### src/rtl/mem_arb_pkg.sv
// Shared definitions for the memory port arbiter.
//   state_t           : access sequencer states
//   REQ_FETCH/REQ_DATA: requester ids (instruction fetch / load-store)
//   MAX_WAIT          : largest supported number of memory wait states
package mem_arb_pkg;

  typedef enum logic [1:0] {
    IDLE   = 2'd0,
    ACCESS = 2'd1,
    WAITST = 2'd2,
    RESP   = 2'd3
  } state_t;

  localparam logic REQ_FETCH = 1'b0;
  localparam logic REQ_DATA  = 1'b1;

  localparam int MAX_WAIT = 7;

endpackage

### src/rtl/rr_arb2.sv
// Two-way round-robin pick, purely combinational.
//   req0, req1 : request lines (fetch, data)
//   last       : id of the previously granted requester
//   valid      : at least one request pending
//   winner     : id of the requester to serve next
module rr_arb2
  import mem_arb_pkg::*;
(
  input  logic req0,
  input  logic req1,
  input  logic last,
  output logic valid,
  output logic winner
);

  always_comb begin
    valid = req0 | req1;
    if (req0 && req1) begin
      // On a tie, serve whoever was not served last time.
      winner = (last == REQ_DATA) ? REQ_FETCH : REQ_DATA;
    end else begin
      winner = req1 ? REQ_DATA : REQ_FETCH;
    end
  end

endmodule

### src/rtl/mem_port_arbiter.sv
// Shares one single-port memory between the fetch path (requester 0,
// read-only) and the load/store path (requester 1). Requests are sampled
// in IDLE, the winner's request is latched, and the access is sequenced
// through WAIT wait states before a one-cycle done pulse.
//   clk, reset            : clock, asynchronous active-low reset
//   req0, addr0           : fetch request and address
//   req1, we1, addr1,
//   wdata1                : data request, write flag, address, write value
//   gnt0, gnt1            : request accepted (one-cycle pulse)
//   done0, done1          : access complete (one-cycle pulse)
//   rdata                 : read data, updated only when a read completes
//   busy                  : an access is in progress
//   mem_en, mem_we,
//   mem_addr, mem_wdata   : memory strobe, write enable, address, data
//   mem_rdata             : memory read data, valid on last access cycle
module mem_port_arbiter
  import mem_arb_pkg::*;
#(
  parameter int AW   = 32,
  parameter int DW   = 32,
  parameter int WAIT = 1
) (
  input  logic          clk,
  input  logic          reset,
  input  logic          req0,
  input  logic [AW-1:0] addr0,
  input  logic          req1,
  input  logic          we1,
  input  logic [AW-1:0] addr1,
  input  logic [DW-1:0] wdata1,
  output logic          gnt0,
  output logic          gnt1,
  output logic          done0,
  output logic          done1,
  output logic [DW-1:0] rdata,
  output logic          busy,
  output logic          mem_en,
  output logic          mem_we,
  output logic [AW-1:0] mem_addr,
  output logic [DW-1:0] mem_wdata,
  input  logic [DW-1:0] mem_rdata
);

  localparam int WAIT_C = (WAIT > MAX_WAIT) ? MAX_WAIT : WAIT;
  localparam int CW     = (WAIT_C < 1) ? 1 : $clog2(WAIT_C + 1);
  localparam logic [CW-1:0] CNT_LOAD = CW'((WAIT_C > 0) ? WAIT_C - 1 : 0);

  state_t        state, state_nxt;
  logic [CW-1:0] cnt;
  logic          last;
  logic          id_q;
  logic          we_q;
  logic [AW-1:0] addr_q;
  logic [DW-1:0] wdata_q;
  logic [DW-1:0] rdata_q;
  logic          arb_valid;
  logic          arb_winner;
  logic          access_last;

  rr_arb2 u_arb (
    .req0  (req0),
    .req1  (req1),
    .last  (last),
    .valid (arb_valid),
    .winner(arb_winner)
  );

  // Next state and Moore outputs. Outputs depend only on registered state,
  // so reset clears them immediately and mid-access reset drops mem_en/we.
  always_comb begin
    // NOTE: every signal gets a default before the case so no path leaves
    // it unassigned; otherwise synthesis infers a latch.
    state_nxt = state;
    gnt0      = 1'b0;
    gnt1      = 1'b0;
    done0     = 1'b0;
    done1     = 1'b0;
    mem_en    = 1'b0;
    unique case (state)
      IDLE: begin
        if (arb_valid) state_nxt = ACCESS;
      end
      ACCESS: begin
        mem_en    = 1'b1;
        gnt0      = (id_q == REQ_FETCH);
        gnt1      = (id_q == REQ_DATA);
        state_nxt = (WAIT_C == 0) ? RESP : WAITST;
      end
      WAITST: begin
        mem_en = 1'b1;
        if (cnt == '0) state_nxt = RESP;
      end
      RESP: begin
        done0     = (id_q == REQ_FETCH);
        done1     = (id_q == REQ_DATA);
        state_nxt = IDLE;
      end
      default: state_nxt = IDLE;
    endcase
  end

  // The final ACCESS/WAITST cycle is the one leaving for RESP.
  assign access_last = mem_en && (state_nxt == RESP);

  always_ff @(posedge clk or negedge reset) begin
    // NOTE: all state here is a handful of flops, not a memory array, so
    // everything is reset to give the documented all-zero outputs.
    if (!reset) begin
      state   <= IDLE;
      cnt     <= '0;
      last    <= REQ_FETCH;
      id_q    <= REQ_FETCH;
      we_q    <= 1'b0;
      addr_q  <= '0;
      wdata_q <= '0;
      rdata_q <= '0;
    end else begin
      // NOTE: non-blocking assignments so every flop samples pre-edge values.
      state <= state_nxt;

      if (state == IDLE && arb_valid) begin
        id_q   <= arb_winner;
        last   <= arb_winner;
        // The fetch path is read-only, whatever we1 says.
        we_q   <= (arb_winner == REQ_DATA) && we1;
        addr_q <= (arb_winner == REQ_DATA) ? addr1 : addr0;
        if (arb_winner == REQ_DATA) wdata_q <= wdata1;
      end

      // Loaded only from ACCESS and stops at zero, so it never wraps.
      if (state == ACCESS) begin
        cnt <= CNT_LOAD;
      end else if (state == WAITST && cnt != '0) begin
        cnt <= cnt - CW'(1);
      end

      if (access_last && !we_q) rdata_q <= mem_rdata;
    end
  end

  assign busy      = (state != IDLE);
  assign mem_we    = mem_en && we_q;
  assign mem_addr  = addr_q;
  assign mem_wdata = wdata_q;
  assign rdata     = rdata_q;

endmodule

### config.mk
export PLATFORM = sky130hd
export DESIGN_NAME = mem_port_arbiter
export DESIGN_NICKNAME = d
export VERILOG_FILES = /design/src/rtl/mem_arb_pkg.sv /design/src/rtl/rr_arb2.sv /design/src/rtl/mem_port_arbiter.sv
export SDC_FILE = /design/constraint.sdc
export NUM_CORES = 1
export LEC_CHECK = 0
export BUFFER_PORTS_ARGS = -buffer_cell sky130_fd_sc_hd__buf_2
export CORE_MARGIN = 5
export CORE_UTILIZATION = 30
export CTS_CLUSTER_DIAMETER = 50
export CTS_CLUSTER_SIZE = 14
export DETAILED_ROUTE_END_ITERATION = 10
export PLACE_DENSITY = 0.69
export REMOVE_ABC_BUFFERS = 1
export SKIP_CTS_REPAIR_TIMING = 1
export SLEW_MARGIN = 20
export SYNTH_ARGS = -nofsm -noshare
export SYNTH_HDL_FRONTEND = slang
export SYNTH_SLANG_ARGS = --single-unit
export TNS_END_PERCENT = 50
### constraint.sdc
create_clock -name clk -period 3.2 [get_ports clk]
set_clock_uncertainty 0.2 [all_clocks]
set_input_delay 0.16 -clock clk [delete_from_list [all_inputs] [get_ports clk]]
set_output_delay 0.16 -clock clk [all_outputs]
set_load 0.05 [all_outputs]
After elaboration in Yosys (flattened, before gate mapping)
Index checks and enable logic that the tools add are counted.
{ "totals": {"register_bits": 101, "word_cells": 41, "output_inout_bits": 103, "in_bits": 133} }
{ "classes": {"addsub": 1, "bitwise": 2, "muxes": 14, "n_reduce_logical": 13, "eq_ne": 4} }
{ "op_table": {"columns": ["op", "count"], "rows": [
  ["32-bit 2-to-1 mux", 1],
  ["1-bit 2-to-1 mux", 10],
  ["2-bit case mux with 4 select lines", 1],
  ["1-bit logical AND", 7],
  ["2-bit equality test, second input constant", 3],
  ["2-bit 2-to-1 mux", 2],
  ["2-bit nonzero test", 2],
  ["2-bit by 1-bit equality test with 1-bit output, second input constant", 1],
  ["2-bit logical NOT", 1],
  ["2-bit AND reduction", 1],
  ["2-bit OR reduction", 1],
  ["1-bit logical NOT", 1],
  ["1-bit NOT", 1],
  ["1-bit OR", 1],
  ["1-bit subtractor, second input constant", 1]
]} }

Logic depth before layout (Yosys ltp)
Gate-level depths: netlist of run 1.
{ "depth": {"ltp_word": 6, "depth_mapped": 7, "mapped_depth_nobuf": 5} }

Modules after synthesis
From an unflattened synthesis of run 1, not the netlist that was laid out.
{ "unflattened": {"cells_unflattened": 308, "hier_area_um2": 4161.5} }
{ "by_module_without_submodules": {"columns": ["module", "instances", "cells_per_inst", "seq_area_each_um2", "area_per_inst_um2"], "rows": [
  ["mem_port_arbiter", 1, 306, 2527.4, 4147.7],
  ["rr_arb2", 1, 2, 0.0, 13.8]
]} }

Least setup slack after synthesis of run 1
No wires, ideal clock.
{ "synth_path": {"kind": "register to register", "startpoint": "register state[0]", "endpoint": "register rdata_q[11], in the netlist rdata[11]", "arrival_ns": 2.016, "n_path_buf": 1, "t_required_ns": 2.875, "setup_ns": 0.125, "setup_slack_ns": 0.859, "path_stages_with_launch": 6, "period_less_slack_ns": 2.341, "cell_sequence": "dfrtp_1 inv_1 ha_1 nor4b_4 buf_6 mux2_2"} }
{ "synth_between": {"elab_chain_len": 5, "elab_cells_between_ends": 12, "classes_between": "4 x eq/ne; 4 x mux; 4 x reduce/logical"} }
{ "synth_lines": {"columns": ["element", "line_no", "rtl"], "rows": [
  ["from (decl)", "mem_port_arbiter.sv:48", "state_t state, state_nxt;"],
  ["from (signal assigned)", "mem_port_arbiter.sv:119", "state <= state_nxt;"],
  ["2-bit by 1-bit equality test with 1-bit output / 2-bit equality test (equally long branches)", "mem_port_arbiter.sv:79", "unique case (state)"],
  ["2-bit OR reduction (no line) *", null, null],
  ["1-bit 2-to-1 mux *", "mem_port_arbiter.sv:79", null],
  ["net mem_en", "mem_port_arbiter.sv:37", "output logic mem_en,"],
  ["1-bit logical AND *", "mem_port_arbiter.sv:103", "assign access_last = mem_en && (state_nxt == RESP);"],
  ["1-bit logical AND *", "mem_port_arbiter.sv:137", "if (access_last && !we_q) rdata_q <= mem_rdata;"],
  ["to (signal assigned)", "mem_port_arbiter.sv:137", null],
  ["to (decl)", "mem_port_arbiter.sv:55", "logic [DW-1:0] rdata_q;"]
]} }
Mark *: on every way through the listed nets, which the timed path passes. The rest lies on a longest branch.
A chain may end at the register's enable or synchronous reset.

Worst setup path after layout of run 1
{ "layout_path": {"startpoint": "input req1", "endpoint": "register addr_q[7], in the netlist mem_addr[7]"} }
{ "layout_between": {"elab_chain_len": 3, "elab_cells_between_ends": 6, "classes_between": "3 x mux; 1 x bitwise; 2 x reduce/logical"} }
{ "layout_lines": {"columns": ["element", "line_no", "rtl"], "rows": [
  ["from (decl)", "mem_port_arbiter.sv:27", "input logic req1,"],
  ["1-bit 2-to-1 mux / 1-bit logical AND (equally long branches)", "rr_arb2.sv:22, rr_arb2.sv:18", null],
  ["1-bit 2-to-1 mux", "rr_arb2.sv:18", "if (req0 && req1) begin"],
  ["32-bit 2-to-1 mux", "mem_port_arbiter.sv:126", "addr_q <= (arb_winner == REQ_DATA) ? addr1 : addr0;"],
  ["to (signal assigned)", "mem_port_arbiter.sv:126", null],
  ["to (decl)", "mem_port_arbiter.sv:53", "logic [AW-1:0] addr_q;"]
]} }
Parallel ways exist; a longest one is shown, timed or not.

==> impl_metrics.toml, run 1 <==
[outcome]
status = "finished with violations"
failed_checks = "negative hold slack"

[power]
p_per_area_nw_per_um2 = 1150
vdd_drop_max_v = 0.000475
power.leakage_uw = 0.00352

[yosys]
netlist-cell-type-count = 21
synth_top_family_by_area = "multiplexers"
synth_edf_count = 0
yosys.area_share.simple_pct = 5.28
syn-cell-area_um2 = 4140
synth-xor-area-share_pct = 0
synth_compound_area_share_pct = 4.53
synthTopCellsByArea = "dfrtp_1 61%, mux2_2 16%, mux2i_1 7.7%, o21ai_0 4.0%, nand2_1 3.2%"
ys_seq_area_share_pct = 61.0
postSynthCellCount = 303
synthArstFlopShare_pct = 100
yosysMostFrequentCell = "dfrtp_1"
synth_top_flop_cell = "dfrtp_1"
synth.top_cell.area_share_pct = 61.0
yosysTopAreaCell = "dfrtp_1"
synth_area_per_cell_um2 = 13.7
yosysWarnings = 0
synth_fa_ha_area_share_pct = 1.51
yosys-top-cells-count = "101 x dfrtp_1, 59 x mux2_2, 35 x nand2_1, 33 x o21ai_0, 32 x mux2i_1"
synthMuxAreaShare_pct = 25.1
ys_ff_latch = 101

[placed_design]
place_ws_ps = 892
place.gp.congestion = 0.817
port_buffers = 235
hpwl_um = 8280

[worst_hold_path]
hold_class = "input port to register"
min-delay-start = "addr0[2]"

[drt]
first_pass_iters = 4
wirelength_um = 12700
drc_errors = 0
num_vias = 3715
ant_nets = 0
wl_per_cell_um = 15.0
drt_iter0_drc = 110
vias_per_cell = 4.38

[sta]
maxSlewHeadroom_pct = 57.5
period_share_pct = 79.9
hold_ws_ps = -64.2
fin_ws_ps = 642
worst_pin_slew_ps = 637
final-setup-viol-count = 0
final.min_clock_period_ps = 2560
drv_slew = 0
hold_viol_final = 4
fmax_ghz = 0.391
rsz0062_at_grt = "false"

[global_route]
grt_pass1_vias = 3378
grt-ovfl-total = 0
grt_use_total_pct = 13.1
grt_pass1_wl_um = 17000
grt_start_max_net_pins = 53
antenna_found_initial = 0

[final_layout]
drive_above_1_share_pct = 47.6
area_growth_pct = 71.6
nFillCells = 1145
post-route-util_pct = 51.8
final_nets = 801
antenna_cells = 0

[clock_tree]
cts.path.max_buffers = 2
clk_pin_slew_ps = 70
cts_made_buffers = 9
root_buffer = "clkbuf_16"
cts_tree = "done"
clock_sinks = 101
htree_levels = 3
clk_latency_ps = 340

[floorplan]
start_util_pct = 30.2
die_w_um = 128
die_area_um2 = 16300
ios = 236
chipHeight_um = 128
rows = 43
core_um2 = 13700

[worst_setup_path]
arrival_ps = 2560
reg2reg_from = "id_q"
crit_fanout = 30
cp.required_ps = 3200
critPathLaunchType = "input port"
end_kind = "register"
r2r_setup_slack_ps = 720
critPathKind = "input port to register"
crit_start = "req1"

[flow_run]
drv_cap = 0
-- area by class of cell --
| class | count | area, um2 | area share [%] |
|---|---|---|---|
| Sequential cell | 101 | 2530 | 35.5 |
| Timing Repair Buffer | 366 | 2490 | 35.0 |
| Multi-Input combinational cell | 182 | 1530 | 21.6 |
| Clock buffer | 11 | 243 | 3.41 |
| Tap cell | 180 | 225 | 3.17 |
| Clock inverter | 5 | 82.6 | 1.16 |
| Inverter | 3 | 11.3 | 0.158 |
-- cell families after synthesis --
logic type,count (synthesis)
AO/OA/AOI/OAI,36
multiplexers,96
buffers and inverters,20
AND/OR/NAND/NOR,45
flip-flops,101
adder cells (fa/ha/maj),5
-- registers in the layout, summed over array words and instances, names as in the netlist --
register,cells
cnt,1
state,2
rdata,32
id_q,1
mem_addr,32
mem_wdata,32
we_q,1
-- per-layer routing --
layer | wire, um | GRT usage, % | share of wire, %
met1 | 4800 | 15.7 | 38
met2 | 6570 | 21.2 | 52
met4 | 223 | 5.11 | 1.8
met3 | 1150 | 5.02 | 9.0
met5 | 0 | 0 | 0
-- worst paths after layout --
| path | cells after the start | end |
|---|---|---|
| worst max-delay path | 7 | mem_addr[7] |
| worst min-delay path | 3 | mem_addr[2] |
| worst max register to register | 5 | mem_addr[7] |
| worst min register to register | 2 | mem_addr[9] |
| max in group asynchronous | 3 | mem_addr[9] |
| min in group asynchronous | 2 | mem_wdata[28] |
-- critical path: stages --
cell           delay (ps)
dlygate4sd3_1         530
buf_2                 160
a21boi_4              270
buf_4                 480
mux2i_1               260
dlygate4sd3_1         590
o21ai_0                90
-- cells in the final DEF, fill, tap and decap left out, types with 9 or more instances in the layout --
cell type      instances
clkbuf_16              9
dfrtp_1              101
buf_2                234
dlygate4sd3_1        126
mux2i_1               32
mux2_2                59
nand2_1               35
o21ai_0               32
-- power by group --
part / switching [uW] / internal, uW
Clock: 460 / 710
Sequential: 345 / 1930
Combinational: 3360 / 1390
Total: 4160 / 4040
-- per-stage QoR --
step	total power [uW]	instance area [um2]	TNS, ps	hold WS (ps)	std cells
finish	8200	7110	0	-64.2	848
global route	8650	7110	0	3.33	848
CTS	8100	5850	0	-353	722
detailed placement	6900	5530	0	21.9	706
global placement	6790	5530	0	11.9	706
floorplan	5770	4050	-164590	-336	286
(Power assumes the default switching activity.)
==> run 2, diff against run 1 <==
Clock period 3.2 ns to 2.56 ns, I/O delays scaled along.
==> impl_metrics.toml, run 2 (same netlist as run 1, synthesis figures left out) <==
[sta]
period_share_pct = 91.1
final.min_clock_period_ps = 2330
worst_pin_slew_ps = 808
maxSlewHeadroom_pct = 46.0
setup_tns_ps = 0
hold_viol_final = 1
fmax_ghz = 0.429
hold_ws_ps = -66.5
final-setup-viol-count = 0
drv_slew = 0
rsz0062_at_grt = "false"

[worst_setup_path]
r2r_setup_slack_ps = 300
end_kind = "register"
cp_num_buf_inv = 4
crit_start = "req1"
reg2reg_to = "mem_addr[21]"
crit_family = "buffers and inverters"
cp.required_ps = 2560
critPathLaunchType = "input port"
crit_fanout = 30
cp.depth = 7
crit_top_cell = "dlygate4sd3_1"
critPathKind = "input port to register"
arrival_ps = 2340
crit_path_max_incr_delay_ps = 580
slowest_stage = "dlygate4sd3_1"
reg2regPathDepth = 5
cp-endpoint = "mem_addr[21]"
reg2reg_from = "id_q"
crit_chain = "dlygate4sd3_1 -> buf_2 -> a21boi_4 -> buf_12 -> mux2i_1 -> dlygate4sd3_1 -> o21ai_0"

[power]
power.leakage_uw = 0.00356
seq_power_share_pct = 27.5
total_power_uw = 10300
comb_power_share_pct = 58.1
p_per_area_nw_per_um2 = 1440
swShare_pct = 50.7
vdd_drop_max_v = 0.000740
pwr-share-clk_pct = 14.3
internal_power_uw = 5100
power_switching_uw = 5250

[final_layout]
final_common_cell = "buf_2"
mostFrequentLayoutCells = "234 x buf_2, 131 x dlygate4sd3_1, 101 x dfrtp_1, 59 x mux2_2, 35 x nand2_1"
nFillCells = 1132
drive_above_1_share_pct = 47.5
area_growth_pct = 73.8
fin_cells = 854
antenna_cells = 0
final_nets = 807
post-route-util_pct = 52.5

[floorplan]
ios = 236
die_w_um = 128
core_um2 = 13700
start_util_pct = 30.2
die_area_um2 = 16300
chipHeight_um = 128
rows = 43

[drt]
maxUsedRoutingLayer = "met4"
routed-wl-met3_um = 1250
drt-met1-wl_um = 4700
dr_wl_met2_um = 6840
drt_iter0_drc = 50
wirelength_um = 13100
first_pass_iters = 4
drc_errors = 0
num_vias = 3766
ant_nets = 0
vias_per_cell = 4.41
wl_per_cell_um = 15.3

[placed_design]
port_buffers = 235
dp.cells = 707
hpwl_um = 8270
place.gp.congestion = 0.822

[outcome]
failed_checks = "negative hold slack"
status = "finished with violations"

[flow_run]
drv_cap = 0

[clock_tree]
clk_pin_slew_ps = 70
cts_tree = "done"
htree_levels = 3
cts_made_buffers = 9
clk_latency_ps = 330
root_buffer = "clkbuf_16"
cts.path.max_buffers = 2
clock_sinks = 101

[global_route]
grt_pass1_wl_um = 16800
grt-ovfl-total = 0
grt_pass1_vias = 3407
antenna_found_initial = 0
grt_use_total_pct = 12.9
grt_start_max_net_pins = 50

[worst_hold_path]
hold_class = "input port to register"
min_path_cells = 3
## run 2: changes by cell type in the layout (fill, tap and decap cells not counted)
cell,previous run,this run
clkbuf_1,1,0
inv_8,0,1
buf_12,1,3
buf_4,5,4
dlygate4sd3_1,126,131
## run 2: layout make-up
cell class,count,area (um2),area share (%)
timing repair buffer,372,2570,35.7
sequential,101,2530,35.1
multi-input combinational,182,1530,21.3
clock buffer,10,239,3.32
tap,180,225,3.13
clock inverter,6,93.8,1.30
inverter,3,11.3,0.156
## run 2: routing by layer
layer	vias up	GRT usage (%)
met5	-	0
met4	0	5.17
met3	24	4.68
met2	200	21.6
met1	1767	15.1
li1	1775	-
## run 2: stage by stage
| step | area [um2] | worst slack, ps |
|---|---|---|
| after floorplan | 4050 | -4070 |
| after global placement | 5560 | 505 |
| after detailed placement | 5560 | 403 |
| after CTS | 5890 | 386 |
| after global routing | 7200 | 127 |
| final | 7200 | 227 |
## run 2: worst min-delay path by stage
stage | start | to | slack [ps]
after floorplan | reset | cnt | -370
after global placement | reset | mem_wdata[7] | -130
after detailed placement | reset | mem_wdata[7] | -130
after CTS | reset | mem_wdata[7] | -510
after global routing | addr1[15] | mem_addr[15] | 20
final | addr1[15] | mem_addr[15] | -70
## run 2: worst register-to-register path: cells and delay by family, from the launching register on
family / cells / cell delay [ps]
mux: 1 / 270
compound gates: 2 / 370
flops: 1 / 450
buf+inv: 2 / 850
## run 2: power groups by stage
stage	logic [uW]	registers [uW]	clock network [uW]
after floorplan	1690	5520	0
after global placement	5700	2830	0
after detailed placement	5830	2860	0
after CTS	5820	2840	1550
after global routing	6340	2940	1600
final	6010	2850	1480
